<file path="src/rtl/instr_fetch_unit.sv">
// Instruction fetch unit: issues word fetches for the current PC, buffers in-order responses
// with their PC and hands them to decode; a flush discards everything buffered or in flight.
module instr_fetch_unit #(
    parameter int unsigned DATA_WIDTH = 32,
    parameter int unsigned DEPTH      = 2
) (
    input  logic                  clk,
    input  logic                  rst_n,
    input  logic [DATA_WIDTH-1:0] pc_in,
    output logic                  pc_advance,
    input  logic                  flush,
    output logic                  imem_req_valid,
    input  logic                  imem_req_ready,
    output logic [DATA_WIDTH-1:0] imem_req_addr,
    input  logic                  imem_rsp_valid,
    input  logic [DATA_WIDTH-1:0] imem_rsp_data,
    output logic                  dec_valid,
    input  logic                  dec_ready,
    output logic [DATA_WIDTH-1:0] dec_instr,
    output logic [DATA_WIDTH-1:0] dec_pc,
    output logic                  misaligned
);

    localparam int unsigned PtrW = (DEPTH > 1) ? $clog2(DEPTH) : 1;
    localparam int unsigned CntW = $clog2(DEPTH + 1);

    typedef logic [PtrW-1:0] ptr_t;
    typedef logic [CntW-1:0] cnt_t;

    logic                  run_q;
    cnt_t                  inflight_q, inflight_d;
    cnt_t                  drop_cnt_q, drop_cnt_d;
    cnt_t                  outq_cnt_q, outq_cnt_d;
    ptr_t                  pcq_wr_q, pcq_wr_d, pcq_rd_q, pcq_rd_d;
    ptr_t                  outq_wr_q, outq_wr_d, outq_rd_q, outq_rd_d;
    logic [DATA_WIDTH-1:0] pcq_mem_q    [DEPTH];
    logic [DATA_WIDTH-1:0] outq_pc_q    [DEPTH];
    logic [DATA_WIDTH-1:0] outq_instr_q [DEPTH];
    logic                  misaligned_q, misaligned_d;

    logic [CntW:0]         occupancy;
    logic                  aligned, issue_ok, req_fire;
    logic                  rsp_drop, rsp_keep, dec_fire;

    // Credit counts both in-flight fetches and buffered results so outq can never overflow.
    always_comb begin
        occupancy      = {1'b0, inflight_q} + {1'b0, outq_cnt_q};
        aligned        = (pc_in[1:0] == 2'b00);
        issue_ok       = run_q & ~flush & ~misaligned_q;
        imem_req_valid = issue_ok & aligned & (occupancy < (CntW + 1)'(DEPTH));
        imem_req_addr  = pc_in;
        req_fire       = imem_req_valid & imem_req_ready;
        pc_advance     = req_fire;
        rsp_drop       = imem_rsp_valid & (flush | (drop_cnt_q != '0));
        rsp_keep       = imem_rsp_valid & ~rsp_drop;
        dec_valid      = (outq_cnt_q != '0) & ~flush;
        dec_fire       = dec_valid & dec_ready;
        dec_instr      = outq_instr_q[outq_rd_q];
        dec_pc         = outq_pc_q[outq_rd_q];
        misaligned     = misaligned_q;
    end

    always_comb begin
        inflight_d   = inflight_q + cnt_t'(req_fire) - cnt_t'(imem_rsp_valid);
        drop_cnt_d   = drop_cnt_q;
        outq_cnt_d   = outq_cnt_q;
        pcq_wr_d     = pcq_wr_q;
        pcq_rd_d     = pcq_rd_q;
        outq_wr_d    = outq_wr_q;
        outq_rd_d    = outq_rd_q;
        misaligned_d = misaligned_q;
        if (flush) begin
            // Every fetch still outstanding after this edge belongs to the wrong path.
            drop_cnt_d   = inflight_q - cnt_t'(imem_rsp_valid);
            outq_cnt_d   = '0;
            pcq_wr_d     = '0;
            pcq_rd_d     = '0;
            outq_wr_d    = '0;
            outq_rd_d    = '0;
            misaligned_d = 1'b0;
        end else begin
            if (req_fire) begin
                pcq_wr_d = pcq_wr_q + ptr_t'(1);
            end
            if (rsp_drop) begin
                drop_cnt_d = drop_cnt_q - cnt_t'(1);
            end
            if (rsp_keep) begin
                pcq_rd_d  = pcq_rd_q + ptr_t'(1);
                outq_wr_d = outq_wr_q + ptr_t'(1);
            end
            if (dec_fire) begin
                outq_rd_d = outq_rd_q + ptr_t'(1);
            end
            outq_cnt_d = outq_cnt_q + cnt_t'(rsp_keep) - cnt_t'(dec_fire);
            if (issue_ok && !aligned) begin
                misaligned_d = 1'b1;
            end
        end
    end

    always_ff @(posedge clk or negedge rst_n) begin
        if (!rst_n) begin
            run_q        <= 1'b0;
            inflight_q   <= '0;
            drop_cnt_q   <= '0;
            outq_cnt_q   <= '0;
            pcq_wr_q     <= '0;
            pcq_rd_q     <= '0;
            outq_wr_q    <= '0;
            outq_rd_q    <= '0;
            misaligned_q <= 1'b0;
            for (int i = 0; i < int'(DEPTH); i++) begin
                pcq_mem_q[i]    <= '0;
                outq_pc_q[i]    <= '0;
                outq_instr_q[i] <= '0;
            end
        end else begin
            run_q        <= 1'b1;
            inflight_q   <= inflight_d;
            drop_cnt_q   <= drop_cnt_d;
            outq_cnt_q   <= outq_cnt_d;
            pcq_wr_q     <= pcq_wr_d;
            pcq_rd_q     <= pcq_rd_d;
            outq_wr_q    <= outq_wr_d;
            outq_rd_q    <= outq_rd_d;
            misaligned_q <= misaligned_d;
            if (req_fire) begin
                pcq_mem_q[pcq_wr_q] <= pc_in;
            end
            if (rsp_keep) begin
                outq_pc_q[outq_wr_q]    <= pcq_mem_q[pcq_rd_q];
                outq_instr_q[outq_wr_q] <= imem_rsp_data;
            end
        end
    end

endmodule

</file>
<file path="config.mk">
export PLATFORM = sky130hd
export DESIGN_NAME = instr_fetch_unit
export DESIGN_NICKNAME = d
export VERILOG_FILES = /design/src/rtl/instr_fetch_unit.sv
export SDC_FILE = /design/constraint.sdc
export NUM_CORES = 1
export LEC_CHECK = 0
export CORE_MARGIN = 3
export CORE_UTILIZATION = 45
export CTS_CLUSTER_SIZE = 30
export DETAILED_ROUTE_END_ITERATION = 12
export PLACE_DENSITY = 0.79
export SYNTH_ARGS = -nofsm -noshare
export SYNTH_HDL_FRONTEND = slang
export SYNTH_SLANG_ARGS = --single-unit
</file>
<file path="constraint.sdc">
create_clock -name clk -period 3.3 [get_ports clk]
set_input_delay 0.66 -clock clk [delete_from_list [all_inputs] [get_ports clk]]
set_output_delay 0.66 -clock clk [all_outputs]
set_load 0.03 [all_outputs]
</file>
# [After elaboration in Yosys (flattened, before gate mapping)]
# Cells that the tools add are included.
# W data, S select, Z words.
[totals] ff_bits=204 in_bits=70
[op_classes] addsub=11 order_cmp=7 mux=29 bitwise=17 n_reduce_logical=12
[ops] op="$mux W32" count=11
[ops] op="$bwmux W64" count=3
[ops] op="$demux W32 S1" count=2
[ops] op="$reduce_bool A2 Y1" count=7
[ops] op="$mux W1" count=10
[ops] op="$and A1 B1 Y1" count=9
[ops] op="$ge A2 B2 Y1 const B" count=4
[ops] op="$not A1 Y2" count=4
[ops] op="$mux W2" count=3
[ops] op="$sub A2 B1 Y2" count=3
[ops] op="$add A1 B1 Y1 const B" count=4
[ops] op="$add A2 B1 Y2" count=2
[ops] op="$lt A2 B1 Y1 const B" count=2
[ops] op="$add A2 B2 Y3" count=1
[ops] op="$logic_and A1 B1 Y1" count=3
[ops] op="$lt A3 B2 Y1 const B" count=1
[ops] op="$not A1 Y1" count=3
[ops] op="$logic_not A2 Y1" count=1
[ops] op="$sub A2 B1 Y2 const B" count=1
[ops] op="$logic_not A1 Y1" count=1
[ops] op="$or A1 B1 Y1" count=1

# [Logic depth before layout (Yosys ltp)]
# Gate-level depths: netlist of run 1.
[logic_depth] ltp_word=8 depth_mapped=9

# [Worst setup path before layout of run 1]
# No wires, ideal clock.
[synth_timing] path_type="register to output" startpoint="register outq_cnt_q[0]" endpoint="output pc_advance" arrival_ns=1.793 t_required_ns=2.640 path_slack_ns=0.847 stages_incl_launch_ff=5 path_buffers=0 path_cell_list="dfrtp_1 > and2_1 > fa_1 > nor4b_4 > and4b_1"
[synth_between] elab_chain_len=4
[synth_rtl] element="from (decl)" line="33" source="cnt_t outq_cnt_q, outq_cnt_d;"
[synth_rtl] element="from (signal assigned)" line="122" source="outq_cnt_q <= outq_cnt_d;"
[synth_rtl] element="$add A2 B2 Y3" line="47" source="occupancy = {1'b0, inflight_q} + {1'b0, outq_cnt_q};"
[synth_rtl] element="$lt A3 B2 Y1" line="50" source="imem_req_valid = issue_ok & aligned & (occupancy < (CntW + 1)'(DEPTH));"
[synth_rtl] element="$and A1 B1 Y1" line="50"
[synth_rtl] element="$and A1 B1 Y1" line="52" source="req_fire = imem_req_valid & imem_req_ready;"
[synth_rtl] element="to (decl)" line="10" source="output logic pc_advance,"
# Every way passes these cells.

# [Final worst setup path of run 1]
# Ends and elaborated chain as after synthesis.

==> results of run 1 <==
-- logic make-up (layout without fill, tap and decap cells) --
kind of cell | after synthesis | after routing | synth area share
multiplexers | 223 | 223 | 0.284
flip-flops | 204 | 204 | 0.560
AND/OR/NAND/NOR | 88 | 88 | 0.0482
buffers and inverters | 77 | 227 | 0.0521
AO/OA/AOI/OAI | 71 | 71 | 0.0400
XOR/XNOR | 8 | 8 | 0.00769
adder cells (fa/ha/maj) | 5 | 5 | 0.00769
other | 1 | 1 | 0.000412
-- final cells by class --
type	count	area [sq um]	area share
Clock inverter	9	115	0.00993
Tap cell	265	332	0.0286
Sequential cell	204	5110	0.441
Inverter	6	22.5	0.00194
Timing Repair Buffer	184	1870	0.161
Clock buffer	28	603	0.0520
Multi-Input combinational cell	396	3540	0.306
-- registers in the layout, summed over array words and instances (netlist names) --
signal	count
outq_wr_q	1
pcq_mem_q	64
outq_rd_q	1
run_q	1
drop_cnt_q	2
outq_instr_q	64
outq_cnt_q	2
outq_pc_q	64
pcq_rd_q	1
misaligned	1
inflight_q	2
pcq_wr_q	1
-- report_power, final --
| group | internal, mW | leakage [nW] | switching, mW | total [mW] |
|---|---|---|---|---|
| logic | 2.18 | 2.21 | 2.08 | 4.26 |
| registers | 3.44 | 2.65 | 0.542 | 3.99 |
| clock network | 1.45 | 0.353 | 0.978 | 2.43 |
-- through the flow --
step                worst slack [ns]  utilization  hold WS (ns)  std cells
floorplan                      0.847            -         0.364        677
global placement               0.260        0.553         0.455       1055
detailed placement             0.269        0.553         0.465       1055
CTS                            0.272        0.590         0.205       1092
global route                   0.167        0.590         0.213       1092
finish                         0.296        0.590         0.184       1092
-- cell usage in the layout (no fill, tap or decap), drive strengths merged, types with 2 or more instances in the layout --
master	Yosys	routed
nor2b	2	2
and2	7	7
inv	6	7
ha	4	4
dfrtp	204	204
a21oi	35	35
bufinv	0	2
xnor2	4	4
xor2	4	4
nand2	34	34
nor2	36	36
buf	56	16
mux2	190	190
clkdlybuf4s50	0	166
nand4b	2	2
clkinv	0	5
clkbuf	15	29
nand4	2	2
mux2i	33	33
o21ai	34	34
-- routing by layer --
| metal | GRT usage | share of wire | vias to the layer above |
|---|---|---|---|
| met1 | 0.225 | 0.45 | 2751 |
| met5 | 0 | 0 | - |
| met3 | 0.0283 | 0.046 | 21 |
| met4 | 0.0365 | 0.012 | 0 |
| li1 | - | - | 2605 |
| met2 | 0.285 | 0.49 | 126 |
-- worst max path at each step --
stage / from / end
floorplan: outq_cnt_q[0]$_DFF_PN0_ / pc_advance
global placement: pc_in[1] / pc_advance
detailed placement: pc_in[1] / pc_advance
CTS: outq_cnt_q[0]$_DFF_PN0_ / pc_advance
global route: outq_cnt_q[0]$_DFF_PN0_ / pc_advance
finish: outq_cnt_q[0]$_DFF_PN0_ / pc_advance
-- timing repair --
item,4_1_cts,5_1_grt
setup endpoints to repair,1,0
endpoints found under the hold margin,0,0
gates resized for setup,1,0
==> impl_results.rst, run 1 <==
.. list-table::
   :header-rows: 1

   * - Metric
     - Value
   * - Critical Path Source Type
     - register
   * - Sequential cell area fraction in the yosys report
     - 0.560
   * - Initial drt markers
     - 193
   * - Residual overflow from global routing
     - 0
   * - Diode count
     - 0
   * - Cell area after technology mapping
     - 9110 sq um
   * - Share of the clock period used by the worst path
     - 0.910
   * - Number of optimization iterations in the first detailed-route pass
     - 4
   * - Total of fill cells in the finished design
     - 1,675
   * - Relative slew margins
     - 0.237
   * - Cell at the root of the clock tree
     - clkbuf_16
   * - Fraction of final layout cells sized beyond drive strength 1
     - 0.304
   * - Worst-case reg-to-reg path depth
     - 6
   * - Leading area contributor after synthesis
     - dfrtp_1
   * - Synthesized netlist net count
     - 752
   * - Clock Latency Late Sink
     - approximately 0.5 ns
   * - Via count
     - approximately 5,500
   * - Maximum number of pins on one net before global-route repair
     - 80
   * - Die boundary height
     - 148 um
   * - Critical path capture point type
     - output pin
   * - Worst path top cell family by delay
     - simple AND/OR/NAND/NOR gates
   * - Reg-to-reg setup timing slack
     - ~0.75 ns
   * - Final worst clock skew
     - a little under 0.02 ns
   * - Site Rows
     - 51
   * - Setup repair after global routing missed its margin
     - false
   * - Unique masters post-synth
     - 30
   * - DIE WIDTH
     - 148 um
   * - WP data arrival
     - 2.34 ns
   * - Setup violation total in the final timing report
     - 0
   * - Number of enable flip-flop cells after synthesis
     - 0
   * - Cells along the critical path
     - and2_1 -> fa_1 -> nor4b_4 -> and4b_1 -> dlygate4sd2_1
   * - Final slew viol count
     - 0
   * - Cell type of the slowest stage on the worst timing path
     - dlygate4sd2_1
   * - Maximum net fanout on the critical path
     - 3
   * - Max-cap violation count
     - 0
   * - Sink Count
     - slightly above 200
   * - Wire length of the first global-routing pass
     - between 30 and 40 mm
   * - Post-detailed-routing wire length
     - 18.1 mm
   * - Remaining antenna violation count after routing
     - 0
   * - Io pins
     - 170
   * - TritonCTS clock tree
     - done
   * - Area contributors post-synth
     - dfrtp_1, mux2_2, mux2_4
   * - Routed WL per cell
     - 16.6 um
   * - Final critical delay including setup and external delays
     - approximately 3.0 ns
   * - Post-CTS Setup Repair Bufs
     - 0
   * - Worst Path Required
     - 2.64 ns
   * - Total negative setup slack
     - 0 ns
   * - Worst path max stage delay
     - 0.41 ns
   * - Effective utilization at floorplan
     - 0.463
   * - Most common flop cell mapped by yosys
     - dfrtp_1
   * - Result of the run
     - completed
   * - Core box area
     - 19,700 sq um
   * - Mapped Cells
     - about 680
   * - Final hold violation count
     - 0
   * - Placed inst area
     - approximately 11,000 sq um
   * - Type of the worst setup path
     - register to output pin
   * - Final Net Count
     - 889
   * - Count of buffer and inverter cells on the critical path
     - 1
   * - Worst Max-Slew Pin Slew
     - 1.14 ns
   * - Post-synthesis register bit count
     - approximately 200
   * - Worst supply voltage drop on vdd
     - slightly below 600 uV
   * - Critical Path Stages
     - 5
   * - TritonCTS Buffers
     - 22
   * - Global-route usage over all layers
     - 0.167
   * - Critical R2R Launch
     - outq_cnt_q[0]$_DFF_PN0_
   * - F_max
     - 333 MHz
   * - Yosys warning total
     - 0
   * - Placer Congestion
     - between 0.7 and 0.8
   * - Largest buffer count on any clock path
     - 3
   * - Final Total Pwr
     - 10.7 mW
   * - HP Class
     - primary input to asynchronous set/reset pin
   * - Via-to-Cell Ratio
     - 5.04
   * - # hold bufs at CTS
     - 0
   * - Post-Layout Inst Area
     - about 12,000 sq um
   * - DIE AREA
     - between 20,000 and 25,000 sq um
   * - Number of buffers inserted by port buffering
     - 169
   * - Number of antenna violations at the first check in global routing
     - 0
   * - Fraction of registers with async set or reset after synthesis
     - 1.00
   * - Crit Reg-Reg Endpoint
     - pcq_mem_q[22]$_DFFE_PN0P_
   * - Layout overhead on the synthesized area
     - 27.3%
   * - Mean area per synthesized cell
     - 13.5 sq um
   * - Clk slew on worst S/H paths
     - 0.06 ns
   * - Lkg Pwr
     - 5.21 nW
   * - Synth cell count leaders
     - dfrtp_1, mux2_2, nor2_1
   * - Via count of the first global-routing pass
     - 5,884
   * - # DRC
     - 0
   * - Yosys top cell area share
     - 0.560
   * - Most common cell in the netlist
     - dfrtp_1
   * - Power per Cell Area
     - 921 nW/um^2
   * - HPWL after detailed placement
     - 11.6 mm
   * - Maximum level of the CTS H-tree
     - 1
(Power assumes the default switching activity.)
==> run 2, diff against run 1 <==
--- a/config.mk
+++ b/config.mk
@@ -9,6 +9,8 @@
 export CORE_UTILIZATION = 45
 export CTS_CLUSTER_SIZE = 30
 export DETAILED_ROUTE_END_ITERATION = 12
+export GPL_ROUTABILITY_DRIVEN = 0
+export GPL_TIMING_DRIVEN = 0
 export PLACE_DENSITY = 0.79
 export SYNTH_ARGS = -nofsm -noshare
 export SYNTH_HDL_FRONTEND = slang
==> impl_results.rst, run 2 (synthesis gave the netlist of run 1 again) <==
.. list-table::
   :header-rows: 1

   * - Metric
     - Value
   * - Result of the run
     - completed
   * - Clk slew on worst S/H paths
     - 0.06 ns
   * - Lkg Pwr
     - 5.48 nW
   * - Type of the worst setup path
     - register to output pin
   * - Via count of the first global-routing pass
     - 6,235
   * - DIE WIDTH
     - between 100 and 150 um
   * - TritonCTS Buffers
     - 23
   * - Setup violation total in the final timing report
     - 0
   * - Maximum level of the CTS H-tree
     - 1
   * - F_max
     - 316 MHz
   * - Final slew viol count
     - 0
   * - Wire length of the first global-routing pass
     - 33.0 mm
   * - Final Total Pwr
     - 11.0 mW
   * - Die boundary height
     - 148 um
   * - Worst supply voltage drop on vdd
     - 529 uV
   * - Max-cap violation count
     - 0
   * - Via-to-Cell Ratio
     - just over 5
   * - Critical Path Source Type
     - register
   * - Maximum net fanout on the critical path
     - 10
   * - Most frequent standard cell in the layout excluding fill and tap cells
     - dfrtp_1
   * - Maximum number of pins on one net before global-route repair
     - 114
   * - TritonCTS clock tree
     - done
   * - Effective utilization at floorplan
     - 0.463
   * - Placed inst area
     - roughly 11,000 sq um
   * - Site Rows
     - 51
   * - Post-detailed-routing wire length
     - 20.3 mm
   * - Global-route usage over all layers
     - 0.186
   * - Critical R2R Launch
     - outq_cnt_q[0]$_DFF_PN0_
   * - Number of antenna violations at the first check in global routing
     - 0
   * - Critical path capture point type
     - output pin
   * - Setup repair after global routing missed its margin
     - false
   * - Diode count
     - 0
   * - # DRC
     - 0
   * - Final critical delay including setup and external delays
     - 3.16 ns
   * - Worst Path Required
     - 2.64 ns
   * - Final Net Count
     - 950
   * - Via count
     - 5,871
   * - Number of optimization iterations in the first detailed-route pass
     - 6
   * - Remaining antenna violation count after routing
     - 0
   * - # hold bufs at CTS
     - 0
   * - Layout overhead on the synthesized area
     - 31.7%
   * - Reg-to-reg setup timing slack
     - 0.89 ns
   * - Worst Max-Slew Pin Slew
     - 0.701 ns
   * - HPWL after detailed placement
     - 13.8 mm
   * - Number of buffers inserted by port buffering
     - 169
   * - Power per Cell Area
     - 920 nW/um^2
   * - Post-Layout Inst Area
     - 12,000 sq um
   * - Most used cells in the layout excluding fill and tap cells
     - dfrtp_1, clkdlybuf4s50_1, mux2_2, nor2_1
   * - Cell at the root of the clock tree
     - clkbuf_16
   * - Relative slew margins
     - 0.533
   * - Final standard cell utilization of the core
     - 0.611
   * - Crit Reg-Reg Endpoint
     - pcq_mem_q[38]$_DFFE_PN0P_
   * - Final worst clock skew
     - between 0.015 and 0.02 ns
   * - HP Class
     - primary input to asynchronous set/reset pin
   * - Share of the clock period used by the worst path
     - 0.958
   * - Io pins
     - 170
   * - Residual overflow from global routing
     - 0
   * - Sink Count
     - 204
   * - DIE AREA
     - 22,000 sq um
   * - Fraction of final layout cells sized beyond drive strength 1
     - 0.334
   * - Final hold violation count
     - 0
   * - WP data arrival
     - 2.50 ns
   * - Worst-case reg-to-reg path depth
     - 8
   * - Registers with the most flip-flops
     - outq_instr_q x64, outq_pc_q x64, pcq_mem_q x64
   * - Largest buffer count on any clock path
     - 3
   * - Total of fill cells in the finished design
     - 1,594
   * - Core box area
     - just under 20,000 sq um
   * - Routed WL per cell
     - 17.6 um
   * - Initial drt markers
     - roughly 320
   * - Clock Latency Late Sink
     - about 0.50 ns
==> run 2: how the worst max path moves through the flow <==
stage,to,cells after the start,start,slack [ns]
after floorplan,pc_advance,4,outq_cnt_q[0]$_DFF_PN0_,0.85
after global placement,pcq_mem_q[52]$_DFFE_PN0P_,1,rst_n,-6.98
after detailed placement,pc_advance,4,pc_in[1],-0.04
after CTS,dec_pc[28],4,outq_rd_q$_DFFE_PN0P_,0.09
after global routing,dec_pc[28],4,outq_rd_q$_DFFE_PN0P_,0.04
final,dec_pc[28],4,outq_rd_q$_DFFE_PN0P_,0.14
==> run 2: stage by stage <==
step / hold slack, ns / TNS, ns / cells / setup slack [ns]
2_1_floorplan: 0.364 / 0 / 677 / 0.847
3_3_place_gp: 0.454 / -1420.38 / 1111 / -6.98
3_5_place_dp: 0.466 / -0.0360 / 1112 / -0.0360
4_1_cts: 0.219 / 0 / 1156 / 0.0888
5_1_grt: 0.237 / 0 / 1156 / 0.0353
6_report: 0.197 / 0 / 1156 / 0.137
==> run 2: layer usage <==
| layer | share of wire | vias up | wire, um | GRT usage |
|---|---|---|---|---|
| met2 | 0.50 | 135 | 10200 | 0.321 |
| met3 | 0.047 | 29 | 946 | 0.0296 |
| met5 | 0 | - | 0 | 0 |
| met1 | 0.43 | 2996 | 8780 | 0.250 |
| li1 | - | 2711 | - | - |
| met4 | 0.018 | 0 | 371 | 0.0393 |
==> run 2: power breakdown <==
group | switching (mW) | leakage (nW) | internal [mW]
registers | 0.478 | 2.65 | 3.44
clock network | 0.999 | 0.391 | 1.68
logic | 2.23 | 2.44 | 2.21
==> run 2: cell type report <==
type	count	area, sq um	share of cell area
Sequential cell	204	5100	0.425
Multi-Input combinational cell	396	3540	0.295
Timing Repair Buffer	173	1740	0.145
Clock buffer	29	638	0.0532
Buffer	71	455	0.0380
Tap cell	265	332	0.0276
Clock inverter	12	168	0.0140
Inverter	6	22.5	0.00188
==> run 2: repair_timing <==
item / in CTS / in global routing
buffers inserted: 3 / 0
setup endpoints to repair: 52 / 0
resized for setup: 6 / 0
==> run 2: worst max-delay path: stages (launching register included) <==
cell and delay, ns:
dfrtp_1 0.34, clkbuf_2 0.27, clkbuf_2 0.38, mux2_2 0.39, clkdlybuf4s50_1 0.63
==> run 3, diff against run 2 <==
--- a/config.mk
+++ b/config.mk
@@ -5,6 +5,8 @@
 export SDC_FILE = /design/constraint.sdc
 export NUM_CORES = 1
 export LEC_CHECK = 0
+export ABC_CLOCK_PERIOD_IN_PS = 3300
+export CAP_MARGIN = 30
 export CORE_MARGIN = 3
 export CORE_UTILIZATION = 45
 export CTS_CLUSTER_SIZE = 30
==> results of run 3 <==
Same layout as run 2: the final DEF is identical, and so are final timing and power.
